[src/rtl/gyro_integrator.sv]
// +----------------------------------------------------------------------------+
// | gyro_integrator: multi-channel rate-to-angle integrator with bias cal.     |
// | Rev 1.0                                                                    |
// +----------------------------------------------------------------------------+
`default_nettype none

module gyro_integrator #(
  parameter int NCH      = 3,
  parameter int IN_W     = 16,
  parameter int ACC_W    = 32,
  parameter int PERIOD   = 100000,
  parameter int SHIFT    = 10,
  parameter int WRAP     = 1,
  parameter int CAL_LOG2 = 4
) (
  input  logic                   clk_100mhz,
  input  logic                   rst_n_in,
  input  logic                   sample_valid_in,
  input  logic [NCH*IN_W-1:0]    sample_in,
  input  logic                   cal_start_in,
  input  logic                   zero_in,
  output logic [NCH*ACC_W-1:0]   angle_out,
  output logic                   valid_out,
  output logic                   stale_out,
  output logic                   cal_busy_out,
  output logic                   cal_done_out
);

  localparam int CNT_W  = (PERIOD > 1) ? $clog2(PERIOD) : 1;
  localparam int SUM_W  = IN_W + CAL_LOG2;
  localparam int CCNT_W = CAL_LOG2 + 1;

  localparam logic [CNT_W-1:0]        TICK_LAST = CNT_W'(PERIOD - 1);
  localparam logic [CCNT_W-1:0]       CAL_LAST  = CCNT_W'((1 << CAL_LOG2) - 1);
  localparam logic signed [ACC_W-1:0] ACC_MAX   = {1'b0, {(ACC_W-1){1'b1}}};
  localparam logic signed [ACC_W-1:0] ACC_MIN   = {1'b1, {(ACC_W-1){1'b0}}};

  typedef enum logic {
    ST_RUN = 1'b0,
    ST_CAL = 1'b1
  } state_t;

  state_t                    state_q, state_d;
  logic [CNT_W-1:0]          cnt_q, cnt_d;
  logic [CCNT_W-1:0]         cal_cnt_q, cal_cnt_d;
  logic [NCH*IN_W-1:0]       hold_q, hold_d;
  logic                      fresh_q, fresh_d;
  logic                      valid_q, valid_d;
  logic                      stale_q, stale_d;
  logic                      done_q, done_d;
  logic signed [IN_W-1:0]    bias_q  [NCH];
  logic signed [IN_W-1:0]    bias_d  [NCH];
  logic signed [SUM_W-1:0]   sum_q   [NCH];
  logic signed [SUM_W-1:0]   sum_d   [NCH];
  logic signed [ACC_W-1:0]   angle_q [NCH];
  logic signed [ACC_W-1:0]   angle_d [NCH];

  logic                      tick;
  logic [NCH*IN_W-1:0]       sample_eff;
  logic signed [ACC_W-1:0]   angle_nx [NCH];
  logic signed [SUM_W-1:0]   sum_nx   [NCH];
  logic signed [IN_W-1:0]    bias_nx  [NCH];

  assign tick       = (cnt_q == TICK_LAST);
  // A sample arriving on the tick cycle itself wins over the held one.
  assign sample_eff = sample_valid_in ? sample_in : hold_q;

  for (genvar k = 0; k < NCH; k++) begin : g_ch
    logic signed [IN_W-1:0]  samp;
    logic signed [IN_W:0]    diff;
    logic signed [IN_W:0]    shifted;
    logic signed [ACC_W-1:0] delta;
    logic signed [ACC_W:0]   wide;
    logic                    ovf;

    assign samp    = sample_eff[k*IN_W +: IN_W];
    assign diff    = {samp[IN_W-1], samp} - {bias_q[k][IN_W-1], bias_q[k]};
    assign shifted = diff >>> SHIFT;
    assign delta   = ACC_W'(shifted);
    assign wide    = {angle_q[k][ACC_W-1], angle_q[k]} + {delta[ACC_W-1], delta};
    assign ovf     = wide[ACC_W] ^ wide[ACC_W-1];

    assign angle_nx[k] = (WRAP == 0 && ovf) ? (wide[ACC_W] ? ACC_MIN : ACC_MAX)
                                            : wide[ACC_W-1:0];
    assign sum_nx[k]   = sum_q[k] + SUM_W'(samp);
    assign bias_nx[k]  = IN_W'(sum_nx[k] >>> CAL_LOG2);

    assign angle_out[k*ACC_W +: ACC_W] = angle_q[k];
  end

  always_comb begin
    state_d   = state_q;
    cnt_d     = tick ? '0 : cnt_q + CNT_W'(1);
    cal_cnt_d = cal_cnt_q;
    hold_d    = hold_q;
    fresh_d   = fresh_q;
    valid_d   = 1'b0;
    stale_d   = 1'b0;
    done_d    = 1'b0;
    for (int k = 0; k < NCH; k++) begin
      bias_d[k]  = bias_q[k];
      sum_d[k]   = sum_q[k];
      angle_d[k] = angle_q[k];
    end

    if (sample_valid_in) begin
      hold_d  = sample_in;
      fresh_d = 1'b1;
    end
    if (tick) begin
      fresh_d = 1'b0;
    end

    case (state_q)
      ST_RUN: begin
        if (tick) begin
          valid_d = 1'b1;
          stale_d = ~(sample_valid_in | fresh_q);
          for (int k = 0; k < NCH; k++) begin
            angle_d[k] = angle_nx[k];
          end
        end
        if (cal_start_in) begin
          state_d   = ST_CAL;
          cnt_d     = '0;
          cal_cnt_d = '0;
          for (int k = 0; k < NCH; k++) begin
            sum_d[k] = '0;
          end
        end
      end
      ST_CAL: begin
        if (tick) begin
          cal_cnt_d = cal_cnt_q + CCNT_W'(1);
          for (int k = 0; k < NCH; k++) begin
            sum_d[k] = sum_nx[k];
          end
          if (cal_cnt_q == CAL_LAST) begin
            state_d = ST_RUN;
            done_d  = 1'b1;
            for (int k = 0; k < NCH; k++) begin
              bias_d[k] = bias_nx[k];
            end
          end
        end
      end
      default: state_d = ST_RUN;
    endcase

    if (zero_in) begin
      valid_d = 1'b0;
      stale_d = 1'b0;
      for (int k = 0; k < NCH; k++) begin
        angle_d[k] = '0;
      end
    end
  end

  always_ff @(posedge clk_100mhz or negedge rst_n_in) begin
    if (!rst_n_in) begin
      state_q   <= ST_RUN;
      cnt_q     <= '0;
      cal_cnt_q <= '0;
      hold_q    <= '0;
      fresh_q   <= 1'b0;
      valid_q   <= 1'b0;
      stale_q   <= 1'b0;
      done_q    <= 1'b0;
      for (int k = 0; k < NCH; k++) begin
        bias_q[k]  <= '0;
        sum_q[k]   <= '0;
        angle_q[k] <= '0;
      end
    end else begin
      state_q   <= state_d;
      cnt_q     <= cnt_d;
      cal_cnt_q <= cal_cnt_d;
      hold_q    <= hold_d;
      fresh_q   <= fresh_d;
      valid_q   <= valid_d;
      stale_q   <= stale_d;
      done_q    <= done_d;
      for (int k = 0; k < NCH; k++) begin
        bias_q[k]  <= bias_d[k];
        sum_q[k]   <= sum_d[k];
        angle_q[k] <= angle_d[k];
      end
    end
  end

  assign valid_out    = valid_q;
  assign stale_out    = stale_q;
  assign cal_done_out = done_q;
  assign cal_busy_out = (state_q == ST_CAL);

endmodule

`default_nettype wire
[config.mk]
export PLATFORM = sky130hd
export DESIGN_NAME = gyro_integrator
export DESIGN_NICKNAME = d
export VERILOG_FILES = /design/src/rtl/gyro_integrator.sv
export SDC_FILE = /design/constraint.sdc
export NUM_CORES = 1
export LEC_CHECK = 0
export ABC_AREA = 1
export CAP_MARGIN = 20
export CELL_PAD_IN_SITES_DETAIL_PLACEMENT = 0
export CELL_PAD_IN_SITES_GLOBAL_PLACEMENT = 1
export CORE_ASPECT_RATIO = 1.5
export CORE_MARGIN = 10
export CORE_UTILIZATION = 45
export DETAILED_ROUTE_END_ITERATION = 8
export PLACE_DENSITY = 0.81
export SYNTH_ARGS = -nofsm -noshare
export SYNTH_HDL_FRONTEND = slang
export SYNTH_SLANG_ARGS = --single-unit
[constraint.sdc]
create_clock -name clk_100mhz -period 11.1 [get_ports clk_100mhz]
set_clock_uncertainty 0.2 [all_clocks]
set_input_delay 1.11 -clock clk_100mhz [delete_from_list [all_inputs] [get_ports clk_100mhz]]
set_output_delay 1.11 -clock clk_100mhz [all_outputs]
set_load 0.01 [all_outputs]
==> results.md, run 1 <==
- The die covers 55400 um^2.
- Power spread over the standard cell area amounts to 107 nW/um^2.
- The top-level port count is approximately 150.
- During placement, the flow inserted port buffers numbering around 150.
- The most numerous cell type found on the critical path is nand2_1.
- The end of the worst register-to-register path is angle_out[31]$_DFFE_PN0P_.
- STA classifies the critical path endpoint as a flop.
- The layout has 4530 filler cells.
- For this configuration, the core starts out at a cell density of a little under half.
- The final critical path takes up a little over half of the cycle.
- For the pin with the worst max-slew slack, the measured transition is about 0.99 ns.
- The number of global-route vias before repair was 19616.
- STA classifies the critical path startpoint as a primary input.
- The total routed wirelength is 63900 um.
- Final hold analysis gives a worst-case slack of 0.262 ns.
- The DRC violation count after routing is 0.
- The maximum fanout encountered on the critical timing path is 46.
- In this run the most critical hold path is launched from cnt_q[0]$_DFF_PN0_.
- The slowest stage of the critical path belongs to the cell buf_4.
- The final count of pins violating max slew came to 0.
- The synthesized flop and latch total is between 200 and 300.
- The synthesized netlist contains 56 unique library cells.
- The internal power is 1.82 mW.
- Compared with the post-synthesis result, the final layout area differs by 15.2%.
- The total negative slack for setup checks is 0 ns.
- The final-report hold violation count is 0.
- The classification of the worst-slack hold path is flop to flop.
- The total global routing overflow is 0.
- The predominant post-synthesis flop cell is dfrtp_1.
- The proportion of total power due to net switching is 28.9%.
- The design area is 24000 um^2.
- Buffers added to address setup during post-CTS repair amount to 0.
- Each instance of the synthesized netlist takes up on average 7.24 um^2.
- The average wire length per cell after detail routing is between 15 and 20 um.
- In this run the static leakage power is between 10 and 15 nW.
- The maximum number of pins on one net before global-route repair is just over 100.
- After clock tree synthesis, the clock-pin slew on the worst setup and hold paths is around 0.060 ns.
- In this run the clock root is driven by a clkbuf_16.
- The tightest slew margin relative to the limit is 34.0%.
- The post-detailed-route via-to-cell ratio is 5.41.
- In this run, CTS created clock tree buffers numbering 31.
- The initial antenna violation count came to 0.
- The flow ran to the end, and the final reports show no timing, DRC or antenna violations.
- Buffers inserted to repair hold after CTS numbered 0.
- Counting every instance in the synthesized netlist gives 2873.
- The maximum level of the CTS H-tree is 1.
- The Yosys step of the flow raised 0 warnings.
- The combinational share of power is 16.9%.
- For this run, the top clock speed supported by timing is approximately 170 MHz.
- When the netlist entered floorplanning its net count stood at 3147.
- The pre-antenna-repair detailed-routing pass consisted of 8 iterations.
- By startpoint and endpoint, the worst setup path is classified as primary input to flop.
- The fraction of power consumed by the clock network is a little over two fifths.
- The required time of the critical path is 11.39 ns.
- The setup slack of the most critical reg-to-reg path is 6.22 ns.
- The maximum VDD drop is 0.124 mV.
- Sequential cells were found to cover between 30% and 40% of the synthesized design area.
- The height of the chip is around 280 um.
- The tool flagged a number of max-cap violations equal to 0.
- The TritonCTS clock tree is done.
- In the final design database the tool counted 3294 nets.
- The switching power is 0.738 mW.
- The number of cells on the worst reg-to-reg path is 25.
- The first element of the critical path is sample_valid_in.
- The clock net sink count is 279.
- The worst register-to-register path begins at hold_q[6]$_DFF_PN0_.
- The initial detailed-routing violation count is between 900 and 1000.
- The die width is 196 um.
- The post-synth design cell area is 20800 um^2.
- The post-route netlist has 3.98% of its cells at a drive strength greater than 1.
- Setup violations remaining at the end of the flow were counted as 0.
- The number of antenna-violating nets in the routed design is 0.
- The worst-skew pair later-pin latency is around 0.60 ns.
- 0 antenna diodes ended up in the layout.
- The placed cell area is around 23000 um^2.
- The global-route wire length before repair is just over 100000 um.
- The worst path in the final design needs a cycle of 5.96 ns, including I/O delays and setup.
- The aggregate global-route resource usage is approximately 22%.
- The initialized floorplan defines 96 standard-cell rows.
- In this run, synthesis inferred 0 flip-flops with an integrated enable.
- For this run, asynchronously set or reset flops after synthesis account for between 90% and 100%.
- The largest buffer count on any clock path is 3.
- The largest stage delay on the critical path is 0.52 ns.
- The half-perimeter wire length after detailed placement is 49500 um.
- The core area is 45800 um^2.
- At the end of routability-driven placement, the weighted congestion stood at 0.917.
- Data on the critical path arrives at its endpoint at 6.26 ns.
- Per report_power, the sequential group accounts for 41.2% of the total.
- Across all layers, the routed design uses 19616 vias.
- The capture endpoint of the worst hold path is cnt_q[0]$_DFF_PN0_.
- Post-CTS repair changed the size of 0 cells.
- The number of cells traversed by the worst hold path is 1.
- Setup repair after global routing left no endpoint under its margin.
[layout by cell type, fill, tap and decap left out, drive strengths merged, types with 15 or more instances in the layout]
cell           Yosys  final
nor3              34     34
nand4             31     31
a31oi             15     15
xor2              31     31
xnor2             34     34
dfrtp            279    279
nor2             223    223
nand2            864    864
clkdlybuf4s50      0    150
inv              280    280
o21ai            265    265
ha               215    215
a21o              29     29
nand3            152    152
a21oi            240    240
buf               36     18
clkbuf            18     41
o21bai            19     19
[cell usage after synthesis, drive strengths merged (3+ instances only)]
library cell | number | share of area [%]
o21bai | 19 | 0.69
or2 | 14 | 0.42
a21oi | 240 | 5.9
a31oi | 15 | 0.45
o221ai | 7 | 0.29
a21boi | 3 | 0.11
dfrtp | 279 | 34
nor3 | 34 | 0.84
nand4 | 31 | 0.93
nor2 | 223 | 4.2
o21ai | 265 | 6.4
a32o | 5 | 0.24
inv | 280 | 5.1
ha | 215 | 13
o21a | 11 | 0.40
clkbuf | 18 | 0.33
a211oi | 7 | 0.25
xnor2 | 34 | 1.4
nand3 | 152 | 3.7
nor3b | 6 | 0.22
a22o | 14 | 0.59
o31ai | 10 | 0.41
xor2 | 31 | 1.3
nand2 | 864 | 16
o211ai | 3 | 0.13
nor4 | 10 | 0.40
buf | 36 | 1.1
a21o | 29 | 1.0
fa | 6 | 0.58
[power groups by stage]
stage               Sequential (mW)  Clock (mW)  Combinational [mW]
floorplan                      1.07           0               0.289
global placement               1.07           0               0.425
detailed placement             1.07           0               0.429
CTS                            1.05        1.10               0.432
global route                   1.05        1.14               0.489
finish                         1.05        1.07               0.431
[sequential cells by signal, indices dropped and copies added (netlist names)]
| signal | cells |
|---|---|
| angle_out | 96 |
| sum_q | 60 |
| bias_q | 48 |
| hold_q | 48 |
| cnt_q | 17 |
| cal_cnt_q | 5 |
| cal_busy_out | 1 |
| cal_done_out | 1 |
| fresh_q | 1 |
| stale_out | 1 |
| valid_out | 1 |
[per-layer routing]
layer  wire length, um  vias to the layer above  track usage (%)
met5                 0                        -                0
met3              2700                      103             2.66
met4              2150                        0             7.85
li1                  -                     9920                -
met1             27100                     9176             27.1
met2             31900                      417             40.1
[through the flow]
stage | std cells | setup slack, ns | util [%] | power [mW]
after CTS | 3625 | 4.96 | 52.2 | 2.59
after detailed placement | 3572 | 4.34 | 50.0 | 1.50
final | 3628 | 5.14 | 52.4 | 2.56
after floorplan | 2873 | 5.83 | - | 1.36
after global placement | 3572 | 4.38 | 50.0 | 1.49
after global routing | 3628 | 4.71 | 52.4 | 2.68
[worst max-delay path by stage]
stage,cells past startpoint,slack [ns],to
3_3_place_gp,24,4.38,angle_out[58]$_DFFE_PN0P_
4_1_cts,27,4.96,angle_out[58]$_DFFE_PN0P_
5_1_grt,25,4.71,angle_out[58]$_DFFE_PN0P_
3_5_place_dp,24,4.34,angle_out[58]$_DFFE_PN0P_
6_report,28,5.14,angle_out[31]$_DFFE_PN0P_
2_1_floorplan,26,5.83,angle_out[58]$_DFFE_PN0P_
[final cells by class]
type | instances | area (um^2) | area share (%)
inverters | 281 | 1060 | 4.41
repair buffers | 168 | 1670 | 6.98
clock buffers | 41 | 903 | 3.77
flip-flops and latches | 279 | 6980 | 29.1
well taps | 588 | 736 | 3.07
multi-input cells | 2259 | 12500 | 52.0
clock inverters | 12 | 141 | 0.590
[worst max-delay path, delay by kind of cell]
family	cells	cell delay, ns
compound gates	8	1.92
fa+ha+maj	2	0.66
buf+inv	4	1.00
simple gates	14	1.53
[kinds of logic after synthesis]
family | after synthesis | synth area share, %
fa+ha+maj | 221 | 13.5
simple gates | 1336 | 26.4
buf+inv | 335 | 6.47
flops | 279 | 33.6
compound gates | 637 | 17.3
xor+xnor | 65 | 2.74
Power figures use the tool's default switching activity.
==> inputs of run 2 (changes only) <==
--- a/config.mk
+++ b/config.mk
@@ -11,9 +11,9 @@
 export CELL_PAD_IN_SITES_GLOBAL_PLACEMENT = 1
 export CORE_ASPECT_RATIO = 1.5
 export CORE_MARGIN = 10
-export CORE_UTILIZATION = 45
+export CORE_UTILIZATION = 44
 export DETAILED_ROUTE_END_ITERATION = 8
-export PLACE_DENSITY = 0.81
+export PLACE_DENSITY = 0.79
 export SYNTH_ARGS = -nofsm -noshare
 export SYNTH_HDL_FRONTEND = slang
 export SYNTH_SLANG_ARGS = --single-unit
==> constraint.sdc (replaced) <==
create_clock -name clk_100mhz -period 5.6 [get_ports clk_100mhz]
set_clock_uncertainty 0.2 [all_clocks]
set_input_delay 0.56 -clock clk_100mhz [delete_from_list [all_inputs] [get_ports clk_100mhz]]
set_output_delay 0.56 -clock clk_100mhz [all_outputs]
set_load 0.01 [all_outputs]
==> results.md, run 2 (synthesis results as in run 1) <==
- The half-perimeter wire length after detailed placement is 49300 um.
- The switching power is around 1.5 mW.
- STA puts the critical path data required time at 5.90 ns.
- The number of antenna-violating nets in the routed design is 0.
- The number of instances resized during post-cts repair is 0.
- The worst path arrival time is 5.13 ns.
- The maximum operating frequency is 207 MHz.
- The aggregate global-route resource usage is between 20% and 30%.
- Net switching is 27.7% of the power.
- The met1 track demand over resource in global routing is 26.9%.
- For this run, design rule violations remaining after detail routing come to 0.
- After detailed routing, the total wire length is about 63000 um.
- In this run, the number of DRC markers left after iteration 0 of detailed routing was 966.
- The post-CTS clock slew at the launch and capture registers of the worst setup and hold paths is 0.06 ns.
- The floorplan has 97 rows.
- In this run the static leakage power is 12.5 nW.
- At the end of routability-driven placement, the weighted congestion stood at 0.919.
- The largest buffer count on any clock path is 3.
- The number of vias after detailed routing is 19740.
- The number of instances in the placed design is approximately 3600.
- The core area is between 40000 and 50000 um^2.
- The die is 198 um wide.
- The final-report hold violation count is 0.
- In the final layout, the share of cells above drive strength 1 is 4.26%.
- Of the total power, the clock network draws 44.2%.
- The number of buffers inserted by post-CTS setup repair is 0.
- The count of non-filler cells in the finished layout is 3647.
- The worst-case IR drop observed on VDD is slightly above 0.2 mV.
- The first-pass iteration count of the detailed router is 6.
- Entering global routing, the biggest net connects 81 pins.
- The CTS buffer count is 31.
- Power spread over the standard cell area amounts to 219 nW/um^2.
- The total negative slack for setup checks is 0 ns.
- The flip-flop count of the largest register, all copies and words added is 96.
- In this run the tool buffered the top-level ports with 152 buffer cells.
- The fraction of met2 tracks used by global routing is 40.4%.
- The top-level port count is 153.
- Clock latency on the worst-skew pair, taken at its later pin, is 0.58 ns.
- The classification of the worst-slack hold path is flop to flop.
- The maximum level of the CTS H-tree is 1.
- The final count of pins violating max slew is 0.
- The height of the chip is 286 um.
- The die covers approximately 57000 um^2.
- For the finished layout, the period the worst path requires is slightly below 5 ns.
- From synthesis to final layout, the design area changed by 16.1%.
- The post-detailed-route via-to-cell ratio is 5.41.
- The first global-routing pass estimated between 100000 and 150000 um of wire.
- The worst setup path is of the primary input to flop kind.
- Global routing finished with a remaining overflow of 0.
- The maximum fanout encountered on the critical timing path is 30.
- Across the run, the number of max-cap violations was 0.
- TritonCTS built the clock tree.
- After global routing, the most crowded layer is met2.
- The library cells used most frequently in the layout, excluding fill and tap cells, are nand2_1, dfrtp_1, inv_1.
- The worst pin sits at a relative slew slack of 33.3%.
- The slew at the pin closest to its max-slew limit is 0.998 ns.
- The clock drives 279 sinks.
- The library cell used most frequently in the layout, excluding fill and tap cells, is nand2_1.
- Once layout is complete, the utilization of the core stands at 51.7%.
- The share of total power dissipated in combinational logic is 16.3%.
- The run finished with clean final reports.
- Setup repair after global routing left no endpoint under its margin.
- The average wire length per cell after detail routing is roughly 17 um.
- 0 antenna diodes ended up in the layout.
- The share of the clock period used by the worst path is 86.3%.
- The setup violation total in the final timing report is 0.
- The initial antenna violation count came to 0.
- For met3 alone, demand over resource in global routing was around 2.4%.
- The worst setup path is captured at a flop.
- STA classifies the critical path startpoint as a primary input.
- The total number of nets in the final design is 3304.
- The number of global-route vias before repair is 19876.
- Per report_power, the sequential group accounts for 39.5% of the total.
- The internal power is 3.81 mW.
- The starting density of the core is 44.5%.
- The cell sitting at the root of the clock tree is a clkbuf_16.
[run 2: cell count changes in the layout (fill, tap and decap cells not counted), moves of 3 or more]
cell,delta
buf_4,+12
clkinv_2,-6
bufinv_16,+4
clkbuf_1,+3
[run 2: metrics by stage]
stage	instance area, um^2	worst slack, ns	power (mW)	hold WS, ns
finish	24100	0.769	5.28	0.271
global route	24100	0.290	5.53	0.306
CTS	24100	0.840	5.34	0.275
detailed placement	23000	0.229	2.98	0.267
global placement	23000	0.282	2.97	0.243
floorplan	20800	0.881	2.69	0.0644
[run 2: path summary, 6_finish.rpt]
path                       cells past startpoint                  from  slack [ns]                        end
min reg2reg                                    1    cnt_q[0]$_DFF_PN0_        0.27         cnt_q[0]$_DFF_PN0_
max reg2reg                                   24  hold_q[15]$_DFF_PN0_        1.07  angle_out[24]$_DFFE_PN0P_
min in group asynchronous                      2              rst_n_in        0.36  angle_out[23]$_DFFE_PN0P_
max in group asynchronous                      3              rst_n_in        3.60     bias_q[36]$_DFFE_PN0P_
max                                           27       sample_valid_in        0.77  angle_out[24]$_DFFE_PN0P_
min                                            1    cnt_q[0]$_DFF_PN0_        0.27         cnt_q[0]$_DFF_PN0_
[run 2: power groups by stage]
stage                     clock network [mW]  logic (mW)  registers [mW]
after floorplan                            0       0.573            2.12
after global placement                     0       0.850            2.12
after detailed placement                   0       0.857            2.12
after CTS                               2.39       0.863            2.08
after global routing                    2.47       0.973            2.09
final                                   2.33       0.858            2.08
[run 2: layer usage]
metal,part of all wire (%),wire length (um)
met2,50,31800
met4,3.0,1880
met5,0,0
met3,3.8,2420
met1,43,27300
[run 2: final cells by class]
cell class / count / area, um^2
fillers: 4631 / 22600
multi-input cells: 2259 / 12500
flip-flops and latches: 279 / 6980
repair buffers: 178 / 1720
inverters: 281 / 1060
clock buffers: 45 / 928
well taps: 594 / 743
clock inverters: 11 / 239
[run 2: what timing repair did]
action	4_1_cts	5_1_grt
hold endpoints to repair	76	0
endpoints found under the setup margin	0	0
hold buffers	1	0
[run 2: worst max-delay path, cell delays in order]
cell,delay [ns]
buf_2,0.11
inv_2,0.46
buf_4,0.27
nand2_1,0.06
nand2_1,0.15
ha_1,0.32
a21oi_1,0.29
nor3_1,0.08
nor2_1,0.11
nand2_1,0.06
a21oi_1,0.21
nand3_1,0.13
nand2_1,0.14
buf_4,0.37
ha_1,0.34
a21o_1,0.19
nor2_1,0.10
nand2_1,0.09
a21oi_1,0.28
inv_1,0.12
nand2_1,0.10
nand3_1,0.11
nand2_1,0.08
nand2_1,0.06
nand2_1,0.07
nand2_1,0.06
o21ai_1,0.16
==> inputs of run 3 (changes only) <==
--- a/config.mk
+++ b/config.mk
@@ -11,9 +11,9 @@
 export CELL_PAD_IN_SITES_GLOBAL_PLACEMENT = 1
 export CORE_ASPECT_RATIO = 1.5
 export CORE_MARGIN = 10
-export CORE_UTILIZATION = 44
+export CORE_UTILIZATION = 30
 export DETAILED_ROUTE_END_ITERATION = 8
-export PLACE_DENSITY = 0.79
+export PLACE_DENSITY = 0.57
 export SYNTH_ARGS = -nofsm -noshare
 export SYNTH_HDL_FRONTEND = slang
 export SYNTH_SLANG_ARGS = --single-unit
==> results.md, run 3 (synthesis results as in run 1) <==
- In this run, the number of DRC markers left after iteration 0 of detailed routing was approximately 950.
- The reported leakage power is 12.5 nW.
- STA classifies the critical path endpoint as a flop.
- The DRC violation count after routing is 0.
- The minimum period implied by the final worst setup slack is approximately 4.8 ns.
- The startpoint of the worst register-to-register path is hold_q[31]$_DFF_PN0_.
- The TritonCTS clock tree is done.
- The first TritonRoute pass finished after 5 iterations.
- Cells with a size suffix above 1 make up roughly 4.6% of the layout.
- Of the available clock period, the critical path in the final layout requires approximately 86%.
- The register with the most flip-flops in the layout has 96 of them.
- The root buffer cell is clkbuf_16.
- In this run the remaining antenna-violating nets after routing total 0.
- The count of port buffers added during placement is 152.
- The signed area change from the synthesized netlist to the final layout is 18.4%.
- The maximum level of the CTS H-tree is 2.
- The worst path arrival time is 5.05 ns.
- The number of clock buffers added by TritonCTS is 35.
- The maximum fanout encountered on the critical timing path is 33.
- VDD sags by at most ~0.17 mV.
- The final weighted congestion of routability-driven global placement is roughly 0.87.
- The category of the most critical setup path is primary input to flop.
- In this run the count of I/O pins placed on the die edge is roughly 150.
- STA puts the critical path data required time at 5.82 ns.
- The classification of the worst-slack hold path is primary input to flop.
- The run finished with clean final reports.
- The total negative slack for setup checks is 0 ns.
- Clock latency on the worst-skew pair, taken at its later pin, is 0.58 ns.
- The maximum number of pins on one net before global-route repair is 111.
- In this run, placement finished with an instance count of 3906.
- The height of the chip is 342 um.
- The initial antenna violation count is 0.
- The number of buffers added to fix hold violations after cts is 1.
- The first global-routing pass estimated 114000 um of wire.
- Global routing used 17.6% of the available tracks.
- The final count of pins violating max slew is 0.
- The core area is 68900 um^2.
- In this run the tightest slew margin relative to its limit is 36.0%.
- The count of non-filler cells in the finished layout is 3971.
- The launch instance of the worst min-delay path is sample_valid_in.
- The number of buffers inserted by post-CTS setup repair is 0.
- For this run, the post-layout net count is 3318.
- For this configuration, the core starts out at a cell density of 30.2%.
- Clock tree synthesis found a total of 279 sinks.
- STA classifies the critical path startpoint as a primary input.
- The die width is 235 um.
- The die covers slightly above 80000 um^2.
- The slew at the pin closest to its max-slew limit is 0.959 ns.
- Setup repair after global routing left no endpoint under its margin.
- The post-CTS clock slew at the launch and capture registers of the worst setup and hold paths is 0.06 ns.
- In this run the core area contains 118 standard-cell rows.
- After detailed routing, the number of vias per cell comes to 4.93.
- The number of vias after detailed routing is 19558.
- The first element of the critical path is sample_valid_in.
- The number of global-route vias before repair is 20353.
- The total routed wirelength is 71900 um.
- The library cell used most frequently in the layout, excluding fill and tap cells, is nand2_1.
- The number of instances resized during post-cts repair is 0.
- The clock passes through at most 3 buffers.
- The library cells used most frequently in the layout, excluding fill and tap cells, are nand2_1, dfrtp_1, inv_1.
- The average wire length per cell after detail routing is 18.1 um.
- The number of filler cells placed in the layout is approximately 7300.
- For this design the ratio of total power to cell area is 217 nW/um^2.
- The maximum operating frequency is 207 MHz.
- The number of inserted diodes is 0.
- The final-report hold violation count was 0.
- After global routing the overflow that remains totals 0.
- Setup violations remaining at the end of the flow were counted as 0.
- Once detailed placement completed, the half-perimeter wirelength came to 56000 um.
- Across the run, the number of max-cap violations was 0.
==> run 3: changes by cell type in the layout (fill, tap and decap cells not counted), moves of 2 or more <==
cell,delta
clkinv_2,+6
clkbuf_1,+6
buf_4,+6
buf_12,+4
clkinvlp_4,-2
clkbuf_8,-3
bufinv_16,-5
clkbuf_16,+5
==> run 3: critical path, stage by stage <==
cell     delay, ns
buf_2         0.10
buf_4         0.36
buf_4         0.34
nand2_1       0.09
nand2_1       0.16
ha_1          0.25
nand2_1       0.06
nand2_1       0.05
nand2_1       0.05
nand2_1       0.12
a21o_1        0.18
nand3_1       0.12
nand2_1       0.09
a21oi_1       0.18
nand2_1       0.07
nand2_1       0.07
inv_1         0.06
fa_1          0.43
nand3_1       0.10
nand3_1       0.17
a21oi_1       0.32
o21ai_0       0.28
a21oi_1       0.21
inv_1         0.08
o21ai_0       0.44
nand2_1       0.09
==> run 3: power breakdown <==
| group | internal, mW | switching, mW |
|---|---|---|
| registers | 2.06 | 0.0235 |
| clock network | 1.37 | 0.993 |
| logic | 0.296 | 0.592 |
==> run 3: per-stage QoR <==
step / hold WS (ns) / power (mW) / util (%) / setup slack (ns) / area (um^2)
2_1_floorplan: 0.0644 / 2.69 / - / 0.881 / 20800
4_1_cts: 0.202 / 5.46 / 35.7 / 0.794 / 24600
3_3_place_gp: 0.246 / 3.02 / 34.0 / 0.272 / 23500
3_5_place_dp: 0.261 / 3.02 / 34.0 / 0.198 / 23500
5_1_grt: 0.262 / 5.63 / 35.7 / 0.310 / 24600
6_report: 0.230 / 5.34 / 35.7 / 0.772 / 24600
==> run 3: layout make-up <==
cell class / instances / area (um^2) / area share (%)
clock inverters: 11 / 120 / 0.488
clock buffers: 53 / 1030 / 4.20
well taps: 900 / 1130 / 4.57
flip-flops and latches: 279 / 6980 / 28.3
inverters: 281 / 1060 / 4.29
multi-input cells: 2259 / 12500 / 50.6
repair buffers: 188 / 1840 / 7.49
==> run 3: final timing paths <==
check	end	slack, ns	cells after the start
worst max register to register	angle_out[58]$_DFFE_PN0P_	0.95	23
max in group asynchronous	angle_out[69]$_DFFE_PN0P_	3.68	3
worst min-delay path	hold_q[28]$_DFF_PN0_	0.23	4
worst min register to register	cnt_q[0]$_DFF_PN0_	0.26	1
min in group asynchronous	angle_out[75]$_DFFE_PN0P_	0.37	2
worst max-delay path	angle_out[86]$_DFFE_PN0P_	0.77	26
==> run 3: routing by layer <==
layer  part of all wire [%]  up-vias  GRT usage [%]
li1                       -     9994              -
met1                     42     9178           19.8
met2                     52      296           33.2
met3                    3.3       90           2.67
met4                    3.0        0           5.55
met5                      0        -              0
